$ cat src/rtl/imm_gen_stage.sv
// Decode-stage immediate generator: field extraction, sign extension and pc+imm,
// registered through a two-entry skid buffer with valid/ready on both sides.
module imm_gen_stage #(
  parameter int XLEN = 32
) (
  input  logic            clk,
  input  logic            rst,
  input  logic            in_valid,
  output logic            in_ready,
  input  logic [31:0]     in_instr,
  input  logic [XLEN-1:0] in_pc,
  input  logic [7:0]      in_ext_op,
  input  logic            flush,
  output logic            out_valid,
  input  logic            out_ready,
  output logic [XLEN-1:0] out_imm,
  output logic [XLEN-1:0] out_target,
  output logic            out_illegal
);

  if (XLEN != 32 && XLEN != 64) begin : gBadXlen
    $error("imm_gen_stage: XLEN must be 32 or 64");
  end

  logic [XLEN-1:0] immNew;
  logic [XLEN-1:0] targetNew;
  logic            illegalNew;
  logic            unusedOpcode;

  // Opcode bits never contribute to any immediate format.
  assign unusedOpcode = ^in_instr[6:0];

  always_comb begin
    immNew     = '0;
    illegalNew = 1'b0;
    unique case (in_ext_op)
      8'h01:   immNew = XLEN'(in_instr[24:20]);
      8'h02:   immNew = XLEN'($signed(in_instr[31:20]));
      8'h04:   immNew = XLEN'($signed({in_instr[31:25], in_instr[11:7]}));
      8'h08:   immNew = XLEN'($signed({in_instr[31], in_instr[7], in_instr[30:25],
                                       in_instr[11:8], 1'b0}));
      8'h10:   immNew = XLEN'($signed({in_instr[31:12], 12'b0}));
      8'h20:   immNew = XLEN'($signed({in_instr[31], in_instr[19:12], in_instr[20],
                                       in_instr[30:21], 1'b0}));
      8'h40:   immNew = XLEN'(in_instr[19:15]);
      8'h80:   immNew = XLEN'(in_instr[25:20]);
      default: illegalNew = 1'b1;
    endcase
  end

  assign targetNew = in_pc + immNew;

  logic            mainValid_q, mainValid_d, skidValid_q, skidValid_d;
  logic [XLEN-1:0] mainImm_q, mainImm_d, skidImm_q, skidImm_d;
  logic [XLEN-1:0] mainTarget_q, mainTarget_d, skidTarget_q, skidTarget_d;
  logic            mainIllegal_q, mainIllegal_d, skidIllegal_q, skidIllegal_d;
  logic            accept, drain;

  assign in_ready = !skidValid_q && !rst;
  assign accept   = in_valid && in_ready;
  assign drain    = mainValid_q && out_ready;

  always_comb begin
    mainValid_d   = mainValid_q;
    mainImm_d     = mainImm_q;
    mainTarget_d  = mainTarget_q;
    mainIllegal_d = mainIllegal_q;
    skidValid_d   = skidValid_q;
    skidImm_d     = skidImm_q;
    skidTarget_d  = skidTarget_q;
    skidIllegal_d = skidIllegal_q;
    if (flush) begin
      mainValid_d = 1'b0;
      skidValid_d = 1'b0;
    end else if (skidValid_q) begin
      // in_ready is low here, so only a skid-to-main move can happen.
      if (drain) begin
        mainValid_d   = 1'b1;
        mainImm_d     = skidImm_q;
        mainTarget_d  = skidTarget_q;
        mainIllegal_d = skidIllegal_q;
        skidValid_d   = 1'b0;
      end
    end else if (accept && (!mainValid_q || drain)) begin
      mainValid_d   = 1'b1;
      mainImm_d     = immNew;
      mainTarget_d  = targetNew;
      mainIllegal_d = illegalNew;
    end else if (accept) begin
      skidValid_d   = 1'b1;
      skidImm_d     = immNew;
      skidTarget_d  = targetNew;
      skidIllegal_d = illegalNew;
    end else if (drain) begin
      mainValid_d = 1'b0;
    end
  end

  always_ff @(posedge clk or posedge rst) begin
    if (rst) begin
      mainValid_q   <= 1'b0;
      mainImm_q     <= '0;
      mainTarget_q  <= '0;
      mainIllegal_q <= 1'b0;
      skidValid_q   <= 1'b0;
      skidImm_q     <= '0;
      skidTarget_q  <= '0;
      skidIllegal_q <= 1'b0;
    end else begin
      mainValid_q   <= mainValid_d;
      mainImm_q     <= mainImm_d;
      mainTarget_q  <= mainTarget_d;
      mainIllegal_q <= mainIllegal_d;
      skidValid_q   <= skidValid_d;
      skidImm_q     <= skidImm_d;
      skidTarget_q  <= skidTarget_d;
      skidIllegal_q <= skidIllegal_d;
    end
  end

  assign out_valid   = mainValid_q;
  assign out_imm     = mainImm_q;
  assign out_target  = mainTarget_q;
  assign out_illegal = mainIllegal_q;

endmodule
$ cat config.mk
export PLATFORM = sky130hd
export DESIGN_NAME = imm_gen_stage
export DESIGN_NICKNAME = d
export VERILOG_FILES = /design/src/rtl/imm_gen_stage.sv
export SDC_FILE = /design/constraint.sdc
export NUM_CORES = 1
export LEC_CHECK = 0
export ABC_AREA = 0
export BUFFER_PORTS_ARGS = -buffer_cell sky130_fd_sc_hd__buf_2
export CAP_MARGIN = 15
export CELL_PAD_IN_SITES_DETAIL_PLACEMENT = 1
export CELL_PAD_IN_SITES_GLOBAL_PLACEMENT = 2
export CORE_MARGIN = 2
export CORE_UTILIZATION = 36
export CTS_BUF_LIST = sky130_fd_sc_hd__clkbuf_16
export CTS_CLUSTER_DIAMETER = 60
export DETAILED_ROUTE_END_ITERATION = 6
export PLACE_DENSITY = 0.93
export SYNTH_ARGS = -nofsm -noshare
export SYNTH_HDL_FRONTEND = slang
export SYNTH_SLANG_ARGS = --single-unit
$ cat constraint.sdc
create_clock -name clk -period 5.81 [get_ports clk]
set_input_delay 0.581 -clock clk [delete_from_list [all_inputs] [get_ports clk]]
set_output_delay 0.581 -clock clk [all_outputs]
set_load 0.005 [all_outputs]
==> qor.log <==
qor: drt.drt_via_density 5.29
qor: drt.post_detailed_route_count_of_antenna_violating_nets 0
qor: clock_network.cts_max_path_buffers 2
qor: timing.finalClockSkew 7.84 ps
qor: power_and_ir_drop.total_leakage_power 4.53 nW
qor: drt.drt-total-wl 22.7 mm
qor: yosys.yosys_warnings 0
qor: layout.post_route_cells_drive_above_1_share 21.4%
qor: timing.fin_setup_tns 0 ps
qor: clock_network.clock-sinks 132
qor: timing.maxSlewViolCount 0
qor: floorplan.initial_core_util 36.8%
qor: floorplan.std_cell_rows 52
qor: global_route.first_pass_grt_wire_length 36.0 mm
qor: yosys.ys_dominant_reg_cell sky130_fd_sc_hd__dfrtp_1
qor: critical_path.worstPathRequired 6110 ps
qor: yosys.syn-mean-instance-area 8.82 um^2
qor: global_route.grt_pass1_vias 6,666
qor: run.drv_cap 0
qor: timing.timing.final.crit_share 77.0%
qor: critical_path.worstSetupStartpointType primary input
qor: yosys.synth_async_sr_flop_share 100%
qor: yosys.synth-edff-count 0
qor: clock_network.post-cts-setup-buffer-count 0
qor: timing.maxSlewHeadroom 26.3%
qor: placed_design.dp_worst_slack 900 ps
qor: clock_network.cts_buffers 17
qor: timing.grt_setup_unrepaired false
qor: timing.tightestPinTransition 1110 ps
qor: power_and_ir_drop.irDropWorstVdd 0.186 mV
qor: critical_path.critical_path.max_fanout 9
qor: critical_path.crit_slowest_cell sky130_fd_sc_hd__a222oi_1
qor: placed_design.place.detailed.hpwl 16.6 mm
qor: drt.routed-via-count 6,596
qor: yosys.synth_seq_area_share 44.2%
qor: yosys.synth_largest_type_area_fraction 44.2%
qor: yosys.netlist-cell-type-count 57
qor: clock_network.htree_levels 4
qor: drt.drc_errors 0
qor: timing.timing.final.hold_violations 0
qor: critical_path.critical-path-max-stage-delay 770 ps
qor: layout.antenna_cells 0
qor: min_path.holdCritPathClass primary input to register
qor: drt.drt_pass1_iterations 6
qor: clock_network.tritoncts yes
qor: critical_path.cp_cell_sequence buf_2, or2_2, nor4_1, buf_4, nor3b_1, buf_4, a222oi_1, inv_1, ha_1, a211o_1, o211ai_1, a211oi_1, o41ai_2, a41oi_1, a211oi_1, xnor2_1, a221o_1
qor: drt.initialDrtViolationCount 292
qor: yosys.mappedNetlistArea 0.00747 mm^2
qor: global_route.grt_overflow_total 0
qor: yosys.mappedNetlistNets 956
qor: timing.final-setup-viol-count 0
qor: drt.detailed_route_wire_length_per_cell 18.2 um
qor: floorplan.top_level_ports 144
qor: layout.nNetsFinal 1,073
qor: timing.final.setup.worst_slack 1330 ps
qor: clock_network.ctsRootBufferMaster sky130_fd_sc_hd__clkbuf_16
qor: power_and_ir_drop.p_per_area 279 mW/mm^2
qor: global_route.grt_use_total 21.0%
qor: critical_path.worst-endpoint-arrival 4780 ps
qor: run_status.outcome finished clean
qor: placed_design.number_of_port_buffers 136
qor: yosys.postSynthCellCount 847
qor: timing.finalWorstPathRequiredPeriod 4480 ps
qor: critical_path.criticalPathCategory primary input to register
qor: placed_design.placer_congestion_estimate 0.861
qor: yosys.post_synth_main_area_contributors sky130_fd_sc_hd__dfrtp_1 44%, sky130_fd_sc_hd__o21ai_0 8.2%, sky130_fd_sc_hd__a21oi_1 6.2%
qor: yosys.yosysTopAreaCell sky130_fd_sc_hd__dfrtp_1
qor: global_route.largest_net_degree_at_the_start_of_global_routing 111
qor: clock_network.clk_transition_reported_paths 60 ps
qor: clock_network.holdBufCountCts 0
qor: global_route.grt_antenna_before_repair 0
qor: floorplan.total_die_area 0.0219 mm^2
qor: layout.area_growth 20.5%
qor: floorplan.core_area 0.0203 mm^2
qor: floorplan.die_height 148 um
qor: timing.achievable-frequency 0.223 GHz
qor: yosys.ys_ff_latch 132
qor: floorplan.chipWidth 148 um
qor: critical_path.timing.critical_path.to_type register
qor: clock_network.clk_latency 430 ps
qor: clock_network.post_cts_resize_count 0
-- layout make-up --
type | instances | area (um^2)
fill | 2433 | 11300
tap | 270 | 338
sequential | 132 | 3310
timing repair buffer | 144 | 741
clock inverter | 15 | 194
inverter | 34 | 130
clock buffer | 17 | 425
multi-input combinational | 635 | 3870
-- Yosys cell counts (2+ instances only) --
library cell / number
sky130_fd_sc_hd__a211o_1: 3
sky130_fd_sc_hd__a211oi_1: 5
sky130_fd_sc_hd__a21boi_0: 2
sky130_fd_sc_hd__a21o_1: 10
sky130_fd_sc_hd__a21oi_1: 93
sky130_fd_sc_hd__a221o_1: 6
sky130_fd_sc_hd__a22o_1: 3
sky130_fd_sc_hd__a22oi_1: 3
sky130_fd_sc_hd__a41oi_1: 2
sky130_fd_sc_hd__and2_1: 4
sky130_fd_sc_hd__and3_1: 15
sky130_fd_sc_hd__buf_1: 5
sky130_fd_sc_hd__buf_2: 2
sky130_fd_sc_hd__clkbuf_1: 39
sky130_fd_sc_hd__dfrtp_1: 132
sky130_fd_sc_hd__ha_1: 31
sky130_fd_sc_hd__inv_1: 34
sky130_fd_sc_hd__mux2_2: 24
sky130_fd_sc_hd__mux2i_1: 16
sky130_fd_sc_hd__nand2_1: 123
sky130_fd_sc_hd__nand2b_1: 7
sky130_fd_sc_hd__nand3_1: 9
sky130_fd_sc_hd__nand3b_1: 7
sky130_fd_sc_hd__nand4_1: 2
sky130_fd_sc_hd__nand4b_1: 2
sky130_fd_sc_hd__nor2_1: 58
sky130_fd_sc_hd__nor2b_1: 6
sky130_fd_sc_hd__nor3_1: 4
sky130_fd_sc_hd__nor4_1: 3
sky130_fd_sc_hd__o211ai_1: 5
sky130_fd_sc_hd__o21a_1: 10
sky130_fd_sc_hd__o21ai_0: 122
sky130_fd_sc_hd__o21bai_1: 3
sky130_fd_sc_hd__o22ai_1: 3
sky130_fd_sc_hd__o32ai_1: 2
sky130_fd_sc_hd__or4_1: 2
sky130_fd_sc_hd__xnor2_1: 18
sky130_fd_sc_hd__xor2_1: 13
-- logic make-up (layout without fill, tap and decap cells) --
kind of cell               after synthesis  after routing  share of synthesized area, %
and+or+nand+nor                        248            248                          14.9
AOI/OAI and AO/OA                      284            284                          22.0
muxes                                   40             40                          5.76
buffers and inverters                   80            210                          4.05
adders and majority gates               32             32                          5.46
xor gates and xnor gates                31             31                          3.63
DFF                                    132            132                          44.2
-- path summary, 6_finish.rpt --
| path | end | cells after the start | start | slack, ps |
|---|---|---|---|---|
| min in group asynchronous | out_target[31] | 2 | rst | 410 |
| worst max-delay path | out_target[29] | 17 | in_ext_op[7] | 1330 |
| max in group asynchronous | skidTarget_q[29] | 3 | rst | 4070 |
| worst min-delay path | out_valid | 2 | flush | 390 |
| worst max register to register | out_target[16] | 6 | skidValid_q | 3030 |
| worst min register to register | out_imm[29] | 2 | out_imm[29] | 470 |
-- through the flow --
stage	cell area, um^2	util [%]	total power, W	hold WS [ps]	cells
after floorplan	7470	-	0.00123	441	847
after global placement	8390	41.3	0.00136	452	1215
after detailed placement	8390	41.3	0.00138	465	1215
after CTS	9010	44.4	0.00254	365	1247
after global routing	9010	44.4	0.00262	394	1247
final	9010	44.4	0.00251	386	1247
-- layer usage --
layer | vias to the layer above | routed length (um) | track usage [%]
li1 | 3213 | - | -
met1 | 3212 | 10600 | 29.1
met2 | 140 | 10700 | 33.5
met3 | 31 | 859 | 3.44
met4 | 0 | 491 | 7.05
met5 | - | 0 | 0
-- power breakdown --
group,leakage (nW),switching [W],internal (W)
logic,2.47,0.000169,0.000133
registers,1.76,0.0000495,0.00101
clock network,0.299,0.000465,0.000688
total,4.53,0.000684,0.00183
-- placed cells by master (no fill, tap or decap), types with 17 or more instances in the layout --
cell	synthesis	final
sky130_fd_sc_hd__a21oi_1	93	93
sky130_fd_sc_hd__buf_2	2	136
sky130_fd_sc_hd__clkbuf_16	0	17
sky130_fd_sc_hd__dfrtp_1	132	131
sky130_fd_sc_hd__ha_1	31	31
sky130_fd_sc_hd__inv_1	34	33
sky130_fd_sc_hd__mux2_2	24	24
sky130_fd_sc_hd__nand2_1	123	123
sky130_fd_sc_hd__nor2_1	58	58
sky130_fd_sc_hd__o21ai_0	122	122
sky130_fd_sc_hd__xnor2_1	18	18
-- critical path, delay by kind of cell --
kind | cells | cell delay, ps
buf+inv | 4 | 570
fa+ha+maj | 1 | 320
compound gates | 8 | 2840
xor+xnor | 1 | 150
simple gates | 3 | 310
-- registers in the layout (all words and copies together) (netlist names) --
register and cells:
out_imm 32, skidIllegal_q 1, out_illegal 1, skidValid_q 1, out_target 32, skidTarget_q 32, skidImm_q 32, out_valid 1
No activity file was read; power rests on OpenSTA's default activity.
